`config.mk`:
```
export PLATFORM = sky130hd
export DESIGN_NAME = rs_drive_ctrl
export DESIGN_NICKNAME = d
export VERILOG_FILES = /design/src/rtl/rs_drive_pkg.sv /design/src/rtl/rs_debounce.sv /design/src/rtl/rs_drive_ctrl.sv
export SDC_FILE = /design/constraint.sdc
export NUM_CORES = 1
export LEC_CHECK = 0
export ABC_AREA = 0
export ABC_CLOCK_PERIOD_IN_PS = 1520
export CORE_MARGIN = 1
export CORE_UTILIZATION = 52
export CTS_CLUSTER_DIAMETER = 100
export DETAILED_ROUTE_END_ITERATION = 10
export GPL_TIMING_DRIVEN = 0
export PLACE_DENSITY_LB_ADDON = 0.1
export SLEW_MARGIN = 20
export SYNTH_ARGS = -nofsm -noshare
export SYNTH_HDL_FRONTEND = slang
export SYNTH_SLANG_ARGS = --single-unit
export TNS_END_PERCENT = 100
```
`constraint.sdc`:
```
create_clock -name clk -period 1.52 [get_ports clk]
set_input_delay 0.304 -clock clk [delete_from_list [all_inputs] [get_ports clk]]
set_output_delay 0.304 -clock clk [all_outputs]
set_load 0.05 [all_outputs]
```
`src/rtl/rs_drive_pkg.sv`:
```
// Shared types and default constants for the RS flip-flop drive controller.
package rs_drive_pkg;

    localparam int DEF_DEB_CYCLES = 4;
    localparam int DEF_PULSE_W    = 1;
    localparam int DEF_GAP_W      = 2;
    localparam int DEF_CNT_W      = 8;

    typedef enum logic [1:0] {
        IDLE    = 2'd0,
        PULSE_S = 2'd1,
        PULSE_R = 2'd2,
        GAP     = 2'd3
    } drive_state_t;

endpackage

```
`src/rtl/rs_debounce.sv`:
```
// Button conditioner: two-stage synchronizer, debounce counter and
// rising-edge detector producing a one-cycle request per accepted press.
module rs_debounce
    import rs_drive_pkg::*;
#(
    parameter int DEB_CYCLES = DEF_DEB_CYCLES,
    parameter int CNT_W      = DEF_CNT_W
) (
    input  logic clk,
    input  logic rst,
    input  logic btn_i,
    output logic rise_o
);

    logic             sync1_q;
    logic             sync2_q;
    logic             level_q;
    logic             level_d;
    logic             levelDly_q;
    logic [CNT_W-1:0] cnt_q;
    logic [CNT_W-1:0] cnt_d;

    // The debounced level only flips after DEB_CYCLES consecutive disagreeing samples.
    always_comb begin
        level_d = level_q;
        cnt_d   = '0;
        if (sync2_q != level_q) begin
            if (cnt_q == CNT_W'(DEB_CYCLES - 1)) begin
                level_d = ~level_q;
            end else begin
                cnt_d = cnt_q + CNT_W'(1);
            end
        end
    end

    // Synchronizer, debounce state and the delayed level used for edge detection.
    always_ff @(posedge clk) begin
        if (rst) begin
            sync1_q    <= 1'b0;
            sync2_q    <= 1'b0;
            level_q    <= 1'b0;
            levelDly_q <= 1'b0;
            cnt_q      <= '0;
        end else begin
            sync1_q    <= btn_i;
            sync2_q    <= sync1_q;
            level_q    <= level_d;
            levelDly_q <= level_q;
            cnt_q      <= cnt_d;
        end
    end

    assign rise_o = level_q & ~levelDly_q;

endmodule

```
`src/rtl/rs_drive_ctrl.sv`:
```
// Drive controller for the clocked RS flip-flop: arbitrates debounced set and
// clear requests, issues width-controlled s/r pulses with guard gaps, tracks
// the expected flip-flop state and latches a sticky error on feedback mismatch.
module rs_drive_ctrl
    import rs_drive_pkg::*;
#(
    parameter int DEB_CYCLES = DEF_DEB_CYCLES,
    parameter int PULSE_W    = DEF_PULSE_W,
    parameter int GAP_W      = DEF_GAP_W,
    parameter int CNT_W      = DEF_CNT_W
) (
    input  logic clk,
    input  logic rst,
    input  logic set_btn,
    input  logic clr_btn,
    input  logic q_fb,
    output logic s,
    output logic r,
    output logic busy,
    output logic q_exp,
    output logic conflict,
    output logic err
);

    logic             riseS;
    logic             riseR;
    drive_state_t     state_q;
    drive_state_t     state_d;
    logic [CNT_W-1:0] cnt_q;
    logic [CNT_W-1:0] cnt_d;
    logic             qExp_q;
    logic             qExp_d;
    logic             pendS_q;
    logic             pendS_d;
    logic             pendR_q;
    logic             pendR_d;
    logic             sFirst_q;
    logic             sFirst_d;
    logic             conflict_q;
    logic             conflict_d;
    logic             err_q;
    logic             err_d;
    logic             oldS;
    logic             oldR;
    logic             headIsSet;

    rs_debounce #(.DEB_CYCLES(DEB_CYCLES), .CNT_W(CNT_W)) uSetDeb (
        .clk    (clk),
        .rst    (rst),
        .btn_i  (set_btn),
        .rise_o (riseS)
    );

    rs_debounce #(.DEB_CYCLES(DEB_CYCLES), .CNT_W(CNT_W)) uClrDeb (
        .clk    (clk),
        .rst    (rst),
        .btn_i  (clr_btn),
        .rise_o (riseR)
    );

    // Next-state logic: serve the oldest pending request, drop redundant ones,
    // time pulse and gap, then merge in newly arrived requests and their order.
    always_comb begin
        state_d    = state_q;
        cnt_d      = cnt_q;
        qExp_d     = qExp_q;
        err_d      = err_q;
        oldS       = pendS_q;
        oldR       = pendR_q;
        headIsSet  = pendS_q && (!pendR_q || sFirst_q);
        conflict_d = riseS && riseR;
        case (state_q)
            IDLE: begin
                if (pendS_q || pendR_q) begin
                    if (headIsSet) begin
                        oldS = 1'b0;
                        if (!qExp_q) begin
                            state_d = PULSE_S;
                            qExp_d  = 1'b1;
                            cnt_d   = '0;
                        end
                    end else begin
                        oldR = 1'b0;
                        if (qExp_q) begin
                            state_d = PULSE_R;
                            qExp_d  = 1'b0;
                            cnt_d   = '0;
                        end
                    end
                end
            end
            PULSE_S, PULSE_R: begin
                if (cnt_q == CNT_W'(PULSE_W - 1)) begin
                    state_d = GAP;
                    cnt_d   = '0;
                end else begin
                    cnt_d = cnt_q + CNT_W'(1);
                end
            end
            GAP: begin
                if (cnt_q == CNT_W'(GAP_W - 1)) begin
                    state_d = IDLE;
                    cnt_d   = '0;
                    if (q_fb != qExp_q) begin
                        err_d = 1'b1;
                    end
                end else begin
                    cnt_d = cnt_q + CNT_W'(1);
                end
            end
            default: begin
                state_d = IDLE;
                cnt_d   = '0;
            end
        endcase
        pendR_d = oldR || riseR;
        pendS_d = oldS || (riseS && !riseR);
        if (oldS && oldR) begin
            sFirst_d = sFirst_q;
        end else if (oldS) begin
            sFirst_d = 1'b1;
        end else if (oldR) begin
            sFirst_d = 1'b0;
        end else begin
            sFirst_d = pendS_d;
        end
    end

    // State, counter, expected-state, pending and status registers.
    always_ff @(posedge clk) begin
        if (rst) begin
            state_q    <= IDLE;
            cnt_q      <= '0;
            qExp_q     <= 1'b0;
            pendS_q    <= 1'b0;
            pendR_q    <= 1'b0;
            sFirst_q   <= 1'b0;
            conflict_q <= 1'b0;
            err_q      <= 1'b0;
        end else begin
            state_q    <= state_d;
            cnt_q      <= cnt_d;
            qExp_q     <= qExp_d;
            pendS_q    <= pendS_d;
            pendR_q    <= pendR_d;
            sFirst_q   <= sFirst_d;
            conflict_q <= conflict_d;
            err_q      <= err_d;
        end
    end

    assign s        = (state_q == PULSE_S);
    assign r        = (state_q == PULSE_R);
    assign busy     = (state_q != IDLE);
    assign q_exp    = qExp_q;
    assign conflict = conflict_q;
    assign err      = err_q;

endmodule

```
==> results.cfg, run 1 <==
[outcome]
status = finished, violations left
violations = negative setup slack

[place]
dp_slack_ns = -0.526
dpl.cell_count = 246
place_hpwl_um = 2210
portBuffers = 9
placed_cell_area_um2 = 1990
gp_congestion = 0.823

[yosys]
synth_edf_count = 0
synth_top_area_frac = 0.445
yosysUniqueCellTypes = 37
ys_ff_latch = 40
synth_common_cells = dfxtp_1, nor2_1, nand3_1, nand2_1, xnor2_1
synth_ff_type = dfxtp_1
yosysTopAreaCell = dfxtp_1
synth_nets = 208
syn_area_um2 = 1800
ys_warn_count = 0
yosys-top-cells-area = dfxtp_1, ha_1, xnor2_1
synth-async-reset-ratio = 0
syn_inst = 193
syn_area_per_cell_um2 = 9.32
synth-seq-area-share = 0.445
synth_most_common_cell = dfxtp_1

[timing]
fin_crit_sh = 1.08
setup_viol = 11
rsz0062_at_grt = yes
hold_viol = 0
finalClockSkew_ns = 0.0114
maxSlewHeadroom = 0.661
min_period_ns = 1.64
holdWs_ns = 0.324
finalMaxSlewViolations = 0
setup_ws_ns = -0.120
fmax_ghz = 0.610
tightest_slew_ns = 0.508

[critical_path]
cp_num_buf_inv = 4
worstPathCellList = inv_4 > ha_4 > clkbuf_16 > clkinvlp_4 > buf_8
r2r_cells = 7
cp-end-kind = primary output
critPathKind = flip-flop to primary output
critical_path.top_delay_family = buffers and inverters
crit_arrival_ns = 1.34
worstPathRequired_ns = 1.22
crit_slowest_cell = dfxtp_4
r2r-start = state_q[0]$_SDFFE_PP0P_
rr_endpoint = cnt_q[1]$_SDFFE_PP0P_
start_kind = flip-flop
slowest_delay_ns = 0.39
reg2reg_slack_ns = -0.11
cp_max_fo = 4

[grt]
grt_overflow = 0
grt_pass1_vias = 1279
grt_first_pass_wirelength_um = 5420
grtUsageTotal = 0.200
antenna_found_initial = 0
grt_max_degree = 14

[cts]
clk_latency_ns = 0.35
clk_pin_slew_ns = 0.13
cts.htree.levels = 2
root_buffer = clkbuf_4
cts_tree = yes
clock_path_buffers = 2
holdBufCountCts = 0
numCtsBuffers = 5
cts_num_sinks = 40

[layout]
multi_input_area_um2 = 1030
register_area_um2 = 818
syn_to_final_growth_pct = 23.4
fill_cells = 261
drive_above_1_share = 0.273
n_antenna_cell = 0
layout.nets = 234
final_cells = 264
design_area_um2 = 2220

[floorplan]
row_count = 20
dieArea_um2 = 3700
io_pins = 11
die_w_um = 60.8
start_util = 0.566
die_height_um = 60.8
coreArea_um2 = 3180

[min_path]
hold_path.startpoint = rst
hold_end = uClrDeb.sync2_q$_SDFF_PP0_
hp-class = primary input to flip-flop
min_path_cells = 2

[route]
drt_iter0_markers = 62
ant_nets = 0
route.vias.total = 1373
route.detailed.drc = 0
wl_um = 3430
drtPass1Iterations = 4
vias_per_cell = 5.20
avgRoutedWirePerCell_um = 13.0

[pwr]
pwr-share-seq = 0.497
leakage_nw = 0.791
peakVddDrop_mv = 0.572
powerDensity_nw_per_um2 = 984
comb_power_share = 0.185
p_sw_frac = 0.278
p_clk_frac = 0.317
power_mw = 2.19
p_sw_uw = 607
p_int_mw = 1.58

[job]
drv_cap = 0
power groups by stage:
stage / sequential, mW / combinational [mW] / clock, mW
2_1_floorplan: 1.11 / 0.239 / 0
3_3_place_gp: 1.11 / 0.294 / 0
3_5_place_dp: 1.11 / 0.302 / 0
4_1_cts: 1.08 / 0.373 / 0.700
5_1_grt: 1.09 / 0.437 / 0.747
6_report: 1.09 / 0.405 / 0.694
final cells by class:
class	instances	share of cell area
clock inverters	1	0.00394
flip-flops and latches	40	0.368
multi-input cells	143	0.466
well taps	44	0.0248
repair buffers	19	0.0721
plain buffers	3	0.0146
inverters	7	0.0158
clock buffers	7	0.0344
per-layer routing:
layer | GRT usage | wire length [um] | vias to the layer above
li1 | - | - | 702
met1 | 0.231 | 1560 | 645
met2 | 0.347 | 1710 | 19
met3 | 0.0490 | 108 | 7
met4 | 0.0942 | 54 | 0
met5 | 0 | 0 | -
logic make-up after synthesis:
logic type / after synthesis / synth area share
xor gates and xnor gates: 23 / 0.112
buffers and inverters: 10 / 0.0209
AOI/OAI and AO/OA: 19 / 0.0897
muxes: 2 / 0.0111
adders and majority gates: 10 / 0.0695
and+or+nand+nor: 89 / 0.252
DFF: 40 / 0.445
sequential cells by signal, indices dropped and copies added, names as in the netlist:
register and cells:
conflict 1, uSetDeb.sync1_q 1, uSetDeb.level_q 1, uClrDeb.cnt_q 8, uClrDeb.sync1_q 1, sFirst_q 1, q_exp 1, cnt_q 8
uSetDeb.levelDly_q 1, pendS_q 1, uClrDeb.sync2_q 1, uClrDeb.level_q 1, uClrDeb.levelDly_q 1, uSetDeb.cnt_q 8, err 1, state_q 2
pendR_q 1, uSetDeb.sync2_q 1
repair_timing:
item                                    CTS  global route
gates resized for setup                  38            14
pin swaps                                13             7
setup buffers                             8             2
endpoints found under the setup margin   23            22
worst max-delay path by stage:
stage,start,endpoint,cells past startpoint
global placement,state_q[0]$_SDFFE_PP0P_,busy,5
CTS,state_q[1]$_SDFFE_PP0P_,busy,5
detailed placement,state_q[0]$_SDFFE_PP0P_,busy,5
finish,state_q[0]$_SDFFE_PP0P_,busy,5
floorplan,state_q[0]$_SDFFE_PP0P_,sFirst_q$_SDFFE_PP0N_,6
global route,cnt_q[2]$_SDFFE_PP0P_,state_q[1]$_SDFFE_PP0P_,6
through the flow:
stage | utilization | TNS (ns)
after CTS | 0.688 | -0.812
after global placement | 0.625 | -2.22
after floorplan | - | -0.00288
after detailed placement | 0.625 | -2.83
final | 0.699 | -1.07
after global routing | 0.699 | -1.73
placed cells by master (no fill, tap or decap), types with 4 or more instances in the layout:
cell type	count
dfxtp_1	32
nor2_1	25
nand3_1	16
nand2_1	14
xnor2_1	13
buf_4	11
xor2_1	10
ha_1	9
a21oi_1	8
nor2_2	7
nor2b_1	6
clkbuf_4	5
dfxtp_2	5
and3_1	4
(Power assumes the default switching activity.)
==> run 2, diff against run 1 <==
--- a/config.mk
+++ b/config.mk
@@ -5,7 +5,7 @@
 export SDC_FILE = /design/constraint.sdc
 export NUM_CORES = 1
 export LEC_CHECK = 0
-export ABC_AREA = 0
+export ABC_AREA = 1
 export ABC_CLOCK_PERIOD_IN_PS = 1520
 export CORE_MARGIN = 1
 export CORE_UTILIZATION = 52
==> results.cfg, run 2 <==
[cts]
cts_tree = yes
numCtsBuffers = 5
clk_pin_slew_ns = 0.11
cts_num_sinks = 40
root_buffer = clkbuf_4
clock_path_buffers = 2
holdBufCountCts = 0
clk_latency_ns = 0.34
cts.htree.levels = 2

[layout]
final_cell_mix = nand2_1, nor2_1, dfxtp_1
drive_above_1_share = 0.136
layout.nets = 287
utilization = 0.622
top_regs = cnt_q: 8 flops, uClrDeb.cnt_q: 8 flops, uSetDeb.cnt_q: 8 flops
register_area_um2 = 803
multi_input_area_um2 = 938
final_common_cell = nand2_1
fill_cells = 332
final_cells = 318
syn_to_final_growth_pct = 12.1
design_area_um2 = 2130
n_antenna_cell = 0

[route]
vias_per_cell = 4.88
avgRoutedWirePerCell_um = 9.71
route.detailed.drc = 0
wl_met3_um = 108
wl_um = 3090
drt_iter0_markers = 51
route.vias.total = 1553
wl_met1_um = 1400
wl_met2_um = 1540
dr.max_layer_used = met4
ant_nets = 0
drtPass1Iterations = 4

[yosys]
ys_ff_latch = 40
synth_edf_count = 0
yosys-top-cells-area = dfxtp_1, nand2_1, nor2_1
synth_nets = 270
synth_common_cells = nand2_1, dfxtp_1, nor2_1, inv_1, nand3_1
synth-seq-area-share = 0.422
yosysUniqueCellTypes = 23
ys_warn_count = 0
synth_most_common_cell = nand2_1
syn_area_per_cell_um2 = 7.43
synth-async-reset-ratio = 0
synth_ff_type = dfxtp_1
synth_top_area_frac = 0.422
syn_area_um2 = 1900
yosysTopAreaCell = dfxtp_1
syn_inst = 255

[timing]
setup_viol = 0
hold_viol = 0
fmax_ghz = 0.673
tightest_slew_ns = 0.484
rsz0062_at_grt = yes
setup_ws_ns = 0.0334
fin_crit_sh = 0.978
maxSlewHeadroom = 0.679
min_period_ns = 1.49
finalClockSkew_ns = 0.00997
finalMaxSlewViolations = 0

[pwr]
leakage_nw = 0.891
peakVddDrop_mv = 0.632
powerDensity_nw_per_um2 = 1320
power_mw = 2.80

[job]
drv_cap = 0

[min_path]
hold_path.startpoint = rst
hp-class = primary input to flip-flop

[floorplan]
dieArea_um2 = 3890
coreArea_um2 = 3420
die_w_um = 62.4
row_count = 21
die_height_um = 62.4
start_util = 0.555
io_pins = 11

[grt]
antenna_found_initial = 0
grt_first_pass_wirelength_um = 5620
grt_max_degree = 12
grt_pass1_vias = 1340
grtUsageTotal = 0.184
grt_overflow = 0

[critical_path]
r2r-start = state_q[0]$_SDFFE_PP0P_
cp_max_fo = 5
cp_num_buf_inv = 3
crit_slowest_cell = dfxtp_2
slowest_delay_ns = 0.35
crit_arrival_ns = 1.18
start_kind = flip-flop
cp-end-kind = primary output
critical_path.top_delay_family = flip-flops
critPathKind = flip-flop to primary output
worstPathRequired_ns = 1.22
worstPathCellList = inv_2 > ha_4 > inv_4 > buf_8
startpoint = state_q[0]$_SDFFE_PP0P_

[place]
dpl.cell_count = 310
place_hpwl_um = 2250
gp_congestion = 0.735
dp_slack_ns = -0.454
portBuffers = 9
placed_cell_area_um2 = 2040

[outcome]
status = completed
==> run 2: final timing paths <==
kind / to / slack [ns] / depth (start not counted)
min reg2reg: uClrDeb.sync2_q$_SDFF_PP0_ / 0.41 / 2
max reg2reg: cnt_q[6]$_SDFFE_PP0P_ / 0.17 / 6
min: q_exp$_SDFFE_PP0P_ / 0.17 / 2
max: busy / 0.03 / 4
==> run 2: per-stage QoR <==
step,hold WS [ns],TNS (ns)
floorplan,0.388,-0.0216
global placement,0.389,-0.780
detailed placement,0.394,-0.776
CTS,0.150,0
global route,0.146,-0.0350
finish,0.167,0
==> run 2: logic make-up (layout without fill, tap and decap cells) <==
group / Yosys count / after routing / synth area share
AOI/OAI and AO/OA: 26 / 26 / 0.0713
buffers and inverters: 42 / 59 / 0.0957
xor gates and xnor gates: 7 / 7 / 0.0323
DFF: 40 / 40 / 0.422
and+or+nand+nor: 130 / 130 / 0.312
adders and majority gates: 10 / 10 / 0.0660
==> run 2: metal layers <==
metal,vias up,GRT usage
li1,838,-
met1,692,0.211
met2,19,0.315
met3,4,0.0602
met4,0,0.0785
met5,-,0
==> run 2: layout make-up <==
cell class                 instances  share of cell area
clock buffer                       6              0.0194
sequential                        40               0.378
inverter                          39              0.0706
tap                               46              0.0271
clock inverter                     1             0.00235
multi-input combinational        173               0.441
timing repair buffer              10              0.0453
buffer                             3              0.0159
==> run 2: power by group <==
part,internal (mW),total [mW],switching [mW]
logic,0.431,1.16,0.724
clock network,0.171,0.497,0.326
registers,1.10,1.15,0.0468
total,1.71,2.80,1.10
==> run 2: what timing repair did <==
item,4_1_cts,5_1_grt
gates resized for setup,34,6
endpoints found under the setup margin,6,13
pin swaps,0,0
hold endpoints to repair,0,0
setup buffers,0,1
==> run 3, diff against run 2 <==
--- a/config.mk
+++ b/config.mk
@@ -13,6 +13,7 @@
 export DETAILED_ROUTE_END_ITERATION = 10
 export GPL_TIMING_DRIVEN = 0
 export PLACE_DENSITY_LB_ADDON = 0.1
+export SKIP_CTS_REPAIR_TIMING = 1
 export SLEW_MARGIN = 20
 export SYNTH_ARGS = -nofsm -noshare
 export SYNTH_HDL_FRONTEND = slang
==> results.cfg, run 3 (same netlist as run 2, synthesis figures left out) <==
[layout]
register_area_um2 = 803
multi_input_area_um2 = 938
drive_above_1_share = 0.129
syn_to_final_growth_pct = 12.3
top_regs = cnt_q: 8 flops, uClrDeb.cnt_q: 8 flops, uSetDeb.cnt_q: 8 flops
n_antenna_cell = 0
utilization = 0.623
fill_cells = 330
final_cells = 317
layout.nets = 286
final_common_cell = nand2_1
final_cell_mix = nand2_1, nor2_1, dfxtp_1

[cts]
cts_num_sinks = 40
numCtsBuffers = 5
clock_path_buffers = 2
clk_latency_ns = 0.35
root_buffer = clkbuf_4
cts_tree = yes
cts.htree.levels = 2
clk_pin_slew_ns = 0.12

[critical_path]
crit_arrival_ns = 1.19
worstPathRequired_ns = 1.22
crit_slowest_cell = dfxtp_2
worstPathCellList = inv_2 > ha_4 > inv_4 > buf_8
start_kind = flip-flop
r2r_cells = 6
critPathKind = flip-flop to primary output
cp_max_fo = 5
slowest_delay_ns = 0.36
cp-end-kind = primary output

[timing]
fmax_ghz = 0.669
setup_viol = 0
holdWs_ns = 0.165
min_period_ns = 1.50
finalMaxSlewViolations = 0
rsz0062_at_grt = yes
tightest_slew_ns = 0.502
fin_crit_sh = 0.984
finalClockSkew_ns = 0.0110
hold_viol = 0
maxSlewHeadroom = 0.665

[route]
drt_iter0_markers = 59
drtPass1Iterations = 4
ant_nets = 0
route.vias.total = 1563
wl_um = 3110
route.detailed.drc = 0
vias_per_cell = 4.93
avgRoutedWirePerCell_um = 9.81

[min_path]
min_path_cells = 2
hp-class = primary input to flip-flop

[place]
dpl.cell_count = 310
gp_congestion = 0.735
portBuffers = 9
place_hpwl_um = 2250

[pwr]
p_clk_frac = 0.178
leakage_nw = 0.922
p_int_mw = 1.70
powerDensity_nw_per_um2 = 1320
p_sw_mw = 1.11
power_mw = 2.81
comb_power_share = 0.411
p_sw_frac = 0.394
pwr-share-seq = 0.412
peakVddDrop_mv = 0.669

[floorplan]
die_w_um = 62.4
row_count = 21
coreArea_um2 = 3420
start_util = 0.555
io_pins = 11
dieArea_um2 = 3890
die_height_um = 62.4

[grt]
antenna_found_initial = 0
grt_first_pass_wirelength_um = 5640
grt_pass1_vias = 1340
grt_overflow = 0
grtUsageTotal = 0.185
grt_max_degree = 12

[outcome]
status = completed

[job]
drv_cap = 0
[run 3: cell count changes in the layout (fill, tap and decap cells not counted)]
cell / delta
buf_4: -2
buf_6: +1
clkdlybuf4s15_1: -1
clkdlybuf4s18_2: -1
dlymetal6s2s_1: +2
inv_2: -1
inv_4: +1
[run 3: metal layers]
| metal | track usage | share of wire | up-vias |
|---|---|---|---|
| li1 | - | - | 838 |
| met1 | 0.213 | 0.47 | 707 |
| met2 | 0.315 | 0.49 | 12 |
| met3 | 0.0602 | 0.025 | 6 |
| met4 | 0.0785 | 0.018 | 0 |
| met5 | 0 | 0 | - |
[run 3: through the flow]
| step | TNS [ns] | instance area [um2] | setup slack (ns) |
|---|---|---|---|
| 2_1_floorplan | -0.0216 | 1900 | -0.0216 |
| 3_5_place_dp | -0.776 | 2040 | -0.454 |
| 4_1_cts | -2.92 | 2090 | -0.860 |
| 3_3_place_gp | -0.780 | 2040 | -0.452 |
| 6_report | 0 | 2130 | 0.0249 |
| 5_1_grt | -0.0352 | 2130 | -0.0352 |
[run 3: cell type report]
class,instances,share of cell area
multi-input combinational,173,0.441
sequential,40,0.377
inverter,39,0.0717
tap,46,0.0270
clock buffer,6,0.0194
clock inverter,1,0.00235
buffer,3,0.0159
timing repair buffer,9,0.0458
[run 3: final timing paths]
path | endpoint | start | slack [ns]
max reg2reg | cnt_q[6]$_SDFFE_PP0P_ | state_q[0]$_SDFFE_PP0P_ | 0.16
max | busy | state_q[0]$_SDFFE_PP0P_ | 0.02
min | q_exp$_SDFFE_PP0P_ | rst | 0.16
min reg2reg | uSetDeb.sync2_q$_SDFF_PP0_ | uSetDeb.sync1_q$_SDFF_PP0_ | 0.42
[run 3: worst max-delay path: cells and delay by family (launching register included)]
family / cells / cell delay [ns]
fa+ha+maj: 1 / 0.19
buf+inv: 3 / 0.29
flops: 1 / 0.36
[run 3: power by group through the flow]
stage               Clock [mW]  Sequential (mW)  Combinational (mW)
floorplan                    0             1.16               0.802
global placement             0             1.16                1.02
detailed placement           0             1.17                1.02
CTS                      0.525             1.14                1.03
global route             0.569             1.17                1.27
finish                   0.499             1.16                1.15
